## config.mk

```make
export PLATFORM = sky130hd
export DESIGN_NAME = dac_seg_seq
export DESIGN_NICKNAME = d
export VERILOG_FILES = /design/src/rtl/dac_seg_seq.sv
export SDC_FILE = /design/constraint.sdc
export NUM_CORES = 1
export LEC_CHECK = 0
export ABC_AREA = 1
export CAP_MARGIN = 20
export CELL_PAD_IN_SITES_DETAIL_PLACEMENT = 1
export CELL_PAD_IN_SITES_GLOBAL_PLACEMENT = 1
export CORE_MARGIN = 2
export CORE_UTILIZATION = 37
export DETAILED_ROUTE_END_ITERATION = 10
export PLACE_DENSITY = 0.84
export SLEW_MARGIN = 20
export SYNTH_ARGS = -nofsm -noshare
export SYNTH_HDL_FRONTEND = slang
export SYNTH_SLANG_ARGS = --single-unit
```

## constraint.sdc

```tcl
create_clock -name clkin -period 4.8 [get_ports clkin]
set_input_delay 1.2 -clock clkin [delete_from_list [all_inputs] [get_ports clkin]]
set_output_delay 1.2 -clock clkin [all_outputs]
set_load 0.005 [all_outputs]
```

## src/rtl/dac_seg_seq.sv

```systemverilog
// dac_seg_seq: segmented DAC code sequencer (hold/ramp/triangle/stream) with binary LSB + thermometer MSB outputs
// Ports: clkin/rst (sync, active high); en, mode, div, code_lo, code_hi, step set the pattern;
// s_valid/s_data/s_ready stream samples in mode 3; code_out, datainbin(b), dataintherm(b) are registered
// segment outputs; sample_stb pulses after each sample; underrun is a sticky stream-starvation flag.
// Build option: define DAC_SEG_SEQ_DWA_EN for data-weighted averaging of the thermometer units.
module dac_seg_seq #(
  parameter int DATA_W = 10,
  parameter int BIN_W = 7,
  parameter int DIV_W = 16
) (
  input  logic                                clkin,
  input  logic                                rst,
  input  logic                                en,
  input  logic [1:0]                          mode,
  input  logic [DIV_W-1:0]                    div,
  input  logic [DATA_W-1:0]                   code_lo,
  input  logic [DATA_W-1:0]                   code_hi,
  input  logic [DATA_W-1:0]                   step,
  input  logic                                s_valid,
  input  logic [DATA_W-1:0]                   s_data,
  output logic                                s_ready,
  output logic [DATA_W-1:0]                   code_out,
  output logic [BIN_W-1:0]                    datainbin,
  output logic [BIN_W-1:0]                    datainbinb,
  output logic [2**(DATA_W-BIN_W)-2:0]        dataintherm,
  output logic [2**(DATA_W-BIN_W)-2:0]        datainthermb,
  output logic                                sample_stb,
  output logic                                underrun
);
  localparam int MSB_W = DATA_W - BIN_W;
  localparam int THERM_W = 2**MSB_W - 1;
  typedef enum logic {UP, DN} dir_t;
  dir_t dir, dir_n;
  logic [DIV_W-1:0] cnt;
  logic start, tick, und_set;
  logic [DATA_W-1:0] code_n;
  logic [DATA_W:0] sum, lo_step;
  logic [MSB_W-1:0] seg_cnt;
  logic [THERM_W-1:0] therm_n;
  assign tick = en && cnt == '0;
  assign s_ready = tick && mode == 2'd3;
  // one extra bit so overflow past the top code compares correctly
  assign sum = {1'b0, code_out} + {1'b0, step};
  assign lo_step = {1'b0, code_lo} + {1'b0, step};
  assign seg_cnt = code_n[DATA_W-1:BIN_W];
  always_comb begin
    code_n = code_out;
    dir_n = start ? UP : dir;
    und_set = 1'b0;
    if (start && mode != 2'd3) code_n = code_lo;
    else if (mode == 2'd0) code_n = code_lo;
    else if (mode == 2'd3) begin
      code_n = s_valid ? s_data : code_out;
      und_set = !s_valid;
    end
    else if (code_lo > code_hi) code_n = code_lo;
    else if (step == '0) code_n = code_out;
    else if (mode == 2'd1) code_n = sum > {1'b0, code_hi} ? code_lo : sum[DATA_W-1:0];
    else if (dir == UP) begin
      code_n = sum >= {1'b0, code_hi} ? code_hi : sum[DATA_W-1:0];
      dir_n = sum >= {1'b0, code_hi} ? DN : UP;
    end
    else begin
      code_n = {1'b0, code_out} <= lo_step ? code_lo : code_out - step;
      dir_n = {1'b0, code_out} <= lo_step ? UP : DN;
    end
  end
`ifdef DAC_SEG_SEQ_DWA_EN
  localparam logic [MSB_W:0] TW = (MSB_W+1)'(THERM_W);
  logic [MSB_W-1:0] ptr;
  logic [MSB_W:0] psum;
  assign psum = {1'b0, ptr} + {1'b0, seg_cnt};
  // unit k is on when its distance past the pointer (mod THERM_W) is below the count
  always_comb begin
    therm_n = '0;
    for (int k = 0; k < THERM_W; k++)
      therm_n[k] = ((k >= int'(ptr)) ? k - int'(ptr) : k + THERM_W - int'(ptr)) < int'(seg_cnt);
  end
  always_ff @(posedge clkin) begin
    if (rst) ptr <= '0;
    else if (tick) ptr <= psum >= TW ? MSB_W'(psum - TW) : MSB_W'(psum);
  end
`else
  always_comb begin
    therm_n = '0;
    for (int k = 0; k < THERM_W; k++)
      therm_n[k] = k < int'(seg_cnt);
  end
`endif
  always_ff @(posedge clkin) begin
    if (rst) begin
      cnt <= '0;
      start <= 1'b1;
      dir <= UP;
      underrun <= 1'b0;
      sample_stb <= 1'b0;
      code_out <= '0;
      datainbin <= '0;
      datainbinb <= '1;
      dataintherm <= '0;
      datainthermb <= '1;
    end
    else begin
      sample_stb <= tick;
      cnt <= !en ? '0 : tick ? div : cnt - DIV_W'(1);
      start <= !en || (start && !tick);
      underrun <= en && (underrun || (tick && und_set));
      if (tick) begin
        dir <= dir_n;
        code_out <= code_n;
        datainbin <= code_n[BIN_W-1:0];
        datainbinb <= ~code_n[BIN_W-1:0];
        dataintherm <= therm_n;
        datainthermb <= ~therm_n;
      end
    end
  end
endmodule

```

Yosys cells after proc, flatten, opt, wreduce, memory -nomap -nowiden:

Cells that the tools add are included.

* bits in registers: 58
* output and inout bits: 41
* logic and storage cells: 71

* $add $sub $neg: 4
* order comparisons: 11
* eq/ne operators: 3
* multiplexer cells: 25
* bitwise operators: 3
* reductions and logical operators: 15

Operators with widths (count)
* $mux 10: 11
* $add 10x10->11: 2
* $logic_not 16->1: 1
* $mux 16: 1
* $sub 16x1->16 const B: 1
* $not 7->7: 2
* $mux 1: 13
* $ge 11x10->1: 1
* $gt 11x10->1: 1
* $le 10x11->1: 1
* $gt 10x10->1: 1
* $logic_not 10->1: 1
* $sub 10x10->10: 1
* $lt 3x3->1 const A: 3
* $logic_and 1x1->1: 6
* $lt 1x3->1 const A: 2
* $lt 2x3->1 const A: 2
* $logic_not 1->1: 3
* $eq 2x1->1 const B: 1
* $eq 2x2->1 const B: 1
* $logic_not 2->1: 1
* $logic_or 1x1->1: 2
* $ne 2x2->1 const B: 1
* $reduce_or 2->1: 1
* $not 1->1: 1

Depth between registers and ports, before layout:

* depth after elaboration: 12
* mapped depth: 31
* depth with buffers taken out: 30

Worst setup path before layout:

Ideal clock, no wire load.

* kind: input to register
* start point: input code_lo[2]
* end point: register dataintherm[0]
* setup time: 0.129 ns
* data arrival time: 4.313 ns
* required time: 4.671 ns
* path slack: 0.358 ns
* cell stages on the path: 28
* buffers on the path: 0
* path through: ha_1 > a21oi_1 > and2_1 > o21ai_0 > a21oi_1 > inv_1 > a21oi_1 > nor2_1 > o21ai_0 > nand2_1 > xnor2_1 > ha_1 > nand2_1 > inv_1 > a31oi_1 > nand3_1 > nand2_1 > nand3_1 > nand2_1 > nand2_1 > nand2_1 > nand2_1 > nand2_1 > nand2_2 > nand2_2 > nand3_2 > nor2_1 > nor2_1

* longest elaborated chain between the ends: 11
* elaborated cells on any way between the ends: 12
* classes of those cells: 1 x add/sub; 3 x order compare; 8 x mux

RTL lines
* start: declaration: RTL line 16 `input logic [DATA_W-1:0] code_lo,`
* $add 10x10->11: RTL line 44 `assign lo_step = {1'b0, code_lo} + {1'b0, step};`
* $le 10x11->1: RTL line 64 `code_n = {1'b0, code_out} <= lo_step ? code_lo : code_out - step;`
* $mux 10: RTL line 64
* $mux 10: RTL line 59 `else if (dir == UP) begin`
* $mux 10: RTL line 58 `else if (mode == 2'd1) code_n = sum > {1'b0, code_hi} ? code_lo : sum[DATA_W-1:0];`
* $mux 10: RTL line 57 `else if (step == '0) code_n = code_out;`
* $mux 10 *: RTL line 56 `else if (code_lo > code_hi) code_n = code_lo;`
* $mux 10 *: RTL line 52 `else if (mode == 2'd3) begin`
* $mux 10 *: RTL line 51 `else if (mode == 2'd0) code_n = code_lo;`
* $mux 10 *: RTL line 50 `if (start && mode != 2'd3) code_n = code_lo;`
* $lt 1x3->1 *: RTL line 87 `therm_n[k] = k < int'(seg_cnt);`
* end signal: assignment: RTL line 113 `dataintherm <= therm_n;`
* end: declaration: RTL line 25 `output logic [2**(DATA_W-BIN_W)-2:0] dataintherm,`

Every way passes the cells marked *; elsewhere a longest branch is shown, timed or not.
A chain may end at the register's enable or synchronous reset.

Final worst setup path:

* start point: input code_lo[2]
* end point: register code_out[0]

* longest elaborated chain between the ends: 10
* elaborated cells on any way between the ends: 11
* classes of those cells: 1 x add/sub; 2 x order compare; 8 x mux

RTL lines
* $add 10x10->11: RTL line 44
* $le 10x11->1: RTL line 64
* $mux 10: RTL line 64
* $mux 10: RTL line 59
* $mux 10: RTL line 58
* $mux 10: RTL line 57
* $mux 10 *: RTL line 56
* $mux 10 *: RTL line 52
* $mux 10 *: RTL line 51
* $mux 10 *: RTL line 50
* end signal: assignment: RTL line 110 `code_out <= code_n;`
* end: declaration: RTL line 22 `output logic [DATA_W-1:0] code_out,`

Marked as above.

==> results_dict.tcl <==
set metrics [dict create \
    synth_cell_types 47 \
    clk_latency_ns 0.30 \
    die_w_microns 124 \
    total_power_mw 3.38 \
    power.leakage_nw 3.88 \
    grtUsageMet3 0.0394 \
    netlist_instances 844 \
    violations "setup timing" \
    drv_slew 0 \
    outcome "finished, violations left" \
    cts_sinks 50 \
    reg2regPathDepth 27 \
    synth-compound-area-share 0.169 \
    cp-end-kind "flop" \
    fp.dieH_microns 124 \
    grt_pass1_vias 6812 \
    critPathRequiredTime_ns 5.02 \
    wl_per_cell_microns 21.9 \
    cts-root-buf "clkbuf_16" \
    drive_above_1_share 0.212 \
    portBuffers 102 \
    period_share 1.07 \
    synth_top_cells_by_area "dfxtp_1 (19%), nand2_1 (16%), ha_1 (14%), inv_1 (8.3%), a21oi_1 (6.2%)" \
    fp.coreArea_sq_mm 0.0139 \
    synth_warnings 0 \
    tightest_slew_ns 0.899 \
    post_synth_fa_ha_maj_area_fraction 0.153 \
    hold_path_depth 1 \
    multi_input_area_sq_mm 0.00401 \
    fin_nets 1160 \
    synthSimpleGateAreaFrac 0.332 \
    post-dp-hpwl_mm 18.5 \
    syn_avg_cell_area_sq_um 6.28 \
    drc 0 \
    cts_buffers 5 \
    place_congestion 0.985 \
    start_util 0.381 \
    drtAntennaViolNets 0 \
    n_fill_cell 1815 \
    syn_nets 969 \
    n_antenna_cell 0 \
    ir_worst_vdd_v 0.000226 \
    fin_skew_ns 0.0120 \
    first_pass_iters 5 \
    yosys.area.top_type "dfxtp_1" \
    dpl.cell_count 1202 \
    placementRows 43 \
    met1_usage 0.420 \
    dieArea_sq_mm 0.0153 \
    grt_max_degree 30 \
    grt.busiest_layer "met2" \
    grt_pass1_wl_mm 36.8 \
    stdcell_count 1216 \
    seq_area_frac_synth 0.189 \
    cap_viol_max_count 0 \
    startpoint_type "input port" \
    crit_fanout 6 \
    grt_usage 0.311 \
    hold_class "flop to flop" \
    path_clk_slew_ns 0.07 \
    hold_viol_final 0 \
    period_needed_ns 5.15 \
    htreeDepth 2 \
    synth_xor_area_frac 0.0429 \
    yosysTopAreaCellShare 0.189 \
    regArea_sq_mm 0.00100 \
    first_iter_violations 652 \
    clk_path_buf_depth 2 \
    fmax_mhz 194 \
    setup_ws_ns -0.350 \
    ys_seq_elements 50 \
    antenna_found_initial 0 \
    path_class "input port to flop" \
    critPathArrivalTime_ns 5.37 \
    routed_wl_mm 26.7 \
    cts_tree "done" \
    power.density_mw_per_mm2 439 \
    max_slew_margin 0.398 \
    syn_area_sq_mm 0.00530 \
    synth_top_family_by_area "simple AND/OR/NAND/NOR gates" \
    setup_viol 31 \
    overflow 0 \
    synthMuxAreaShare 0 \
    io_pins 103 \
    viasPerCell 5.73 \
    met2_usage 0.506 \
    syn2layout_area_growth_pct 45.0 \
    dr_total_vias 6963 \
]
-- cell families after synthesis --
family,count (synthesis)
and+or+nand+nor,402
AOI/OAI and AO/OA,156
buffers and inverters,147
adders and majority gates,63
DFF,50
xor gates and xnor gates,26
-- worst paths after layout --
path,startpoint,endpoint,slack (ns)
setup / recovery,code_lo[2],code_out[0],-0.35
hold / removal,cnt[0],cnt[0],0.44
setup reg to reg,code_out[2],code_out[0],0.88
hold reg to reg,cnt[0],cnt[0],0.44
-- per-stage QoR --
step | util | worst slack [ns] | setup TNS, ns | hold WS [ns] | area [sq um]
after global routing | 0.552 | -0.318 | -5.94 | 0.469 | 7690
after CTS | 0.532 | 0.0370 | 0 | 0.440 | 7410
after floorplan | - | 0.358 | 0 | 0.405 | 5300
after global placement | 0.513 | -0.262 | -5.74 | 0.426 | 7150
final | 0.552 | -0.350 | -6.74 | 0.440 | 7690
after detailed placement | 0.513 | -0.613 | -15.61 | 0.430 | 7150
-- state kept, by name, summed over array words and instances, names as in the netlist --
name	cells
start	1
dir	1
cnt	16
sample_stb	1
datainbinb	7
dataintherm	7
underrun	1
datainthermb	7
code_out	9
-- where the power goes --
group          total (mW)  internal, mW  switching, mW
clock               0.388         0.223          0.165
combinational        2.38         0.988           1.39
sequential          0.612         0.517         0.0942
total                3.38          1.73           1.65
-- final cells by class --
type | instances | share of cell area
Inverter | 124 | 0.0606
Sequential cell | 50 | 0.130
Timing Repair Buffer | 207 | 0.238
Multi-Input combinational cell | 647 | 0.521
Tap cell | 180 | 0.0293
Clock buffer | 7 | 0.0199
Clock inverter | 1 | 0.00114
-- metal layers --
layer	wire (microns)	share of wire	vias to the layer above
met1	10700	0.40	3262
li1	-	-	3120
met3	2490	0.093	152
met5	0	0	-
met2	12100	0.45	429
met4	1430	0.054	0
-- placed cells by master, fill, tap and decap left out, types with 8 or more instances in the layout --
| master | instances |
|---|---|
| a21oi_1 | 57 |
| clkdlybuf4s50_1 | 91 |
| inv_1 | 114 |
| o22ai_1 | 8 |
| ha_1 | 52 |
| nand2_1 | 206 |
| nand3_1 | 41 |
| nand4_1 | 15 |
| inv_2 | 8 |
| a21oi_2 | 11 |
| nor2_2 | 15 |
| nor2_1 | 67 |
| dfxtp_1 | 50 |
| nand2_2 | 20 |
| or2_2 | 8 |
| buf_4 | 100 |
| o21ai_0 | 37 |
| o21ai_1 | 9 |
| xor2_1 | 16 |
-- worst max-delay path: stages --
cell,delay (ns)
clkdlybuf4s15_1,0.22
ha_4,0.25
a21oi_2,0.14
and2_4,0.17
o21ai_2,0.07
a21oi_1,0.24
inv_1,0.11
a21oi_2,0.19
nor2_1,0.08
o21ai_1,0.18
nand2_1,0.11
xnor2_1,0.26
ha_1,0.37
a21oi_2,0.25
nand2_2,0.11
nand3_4,0.17
nand2_4,0.10
buf_4,0.16
o2111ai_1,0.20
nand3_1,0.16
nand2_1,0.10
nand2_1,0.06
nand2_1,0.18
nand2_1,0.11
nor2_1,0.16
-- cells in the mapped netlist, drive strengths merged --
| library cell | count |
|---|---|
| a211oi | 6 |
| a21boi | 1 |
| a21o | 3 |
| a21oi | 70 |
| a221oi | 1 |
| a31oi | 4 |
| and2 | 1 |
| and3 | 1 |
| buf | 14 |
| clkbuf | 9 |
| clkinv | 2 |
| dfxtp | 50 |
| fa | 3 |
| ha | 60 |
| inv | 122 |
| nand2 | 231 |
| nand3 | 50 |
| nand3b | 1 |
| nand4 | 16 |
| nor2 | 86 |
| nor3 | 7 |
| nor4 | 1 |
| o2111ai | 3 |
| o211ai | 6 |
| o21ai | 48 |
| o21bai | 4 |
| o221a | 1 |
| o22ai | 8 |
| o31ai | 1 |
| or2 | 8 |
| xnor2 | 8 |
| xor2 | 18 |
-- timing repair --
| action | 4_1_cts | 5_1_grt |
|---|---|---|
| endpoints found under the setup margin | 31 | 31 |
| setup buffers | 0 | 6 |
| pin swaps | 0 | 31 |
| hold buffers | 0 | 0 |
| gates resized for setup | 27 | 74 |
| hold endpoints to repair | 0 | 0 |
(Power assumes the default switching activity.)
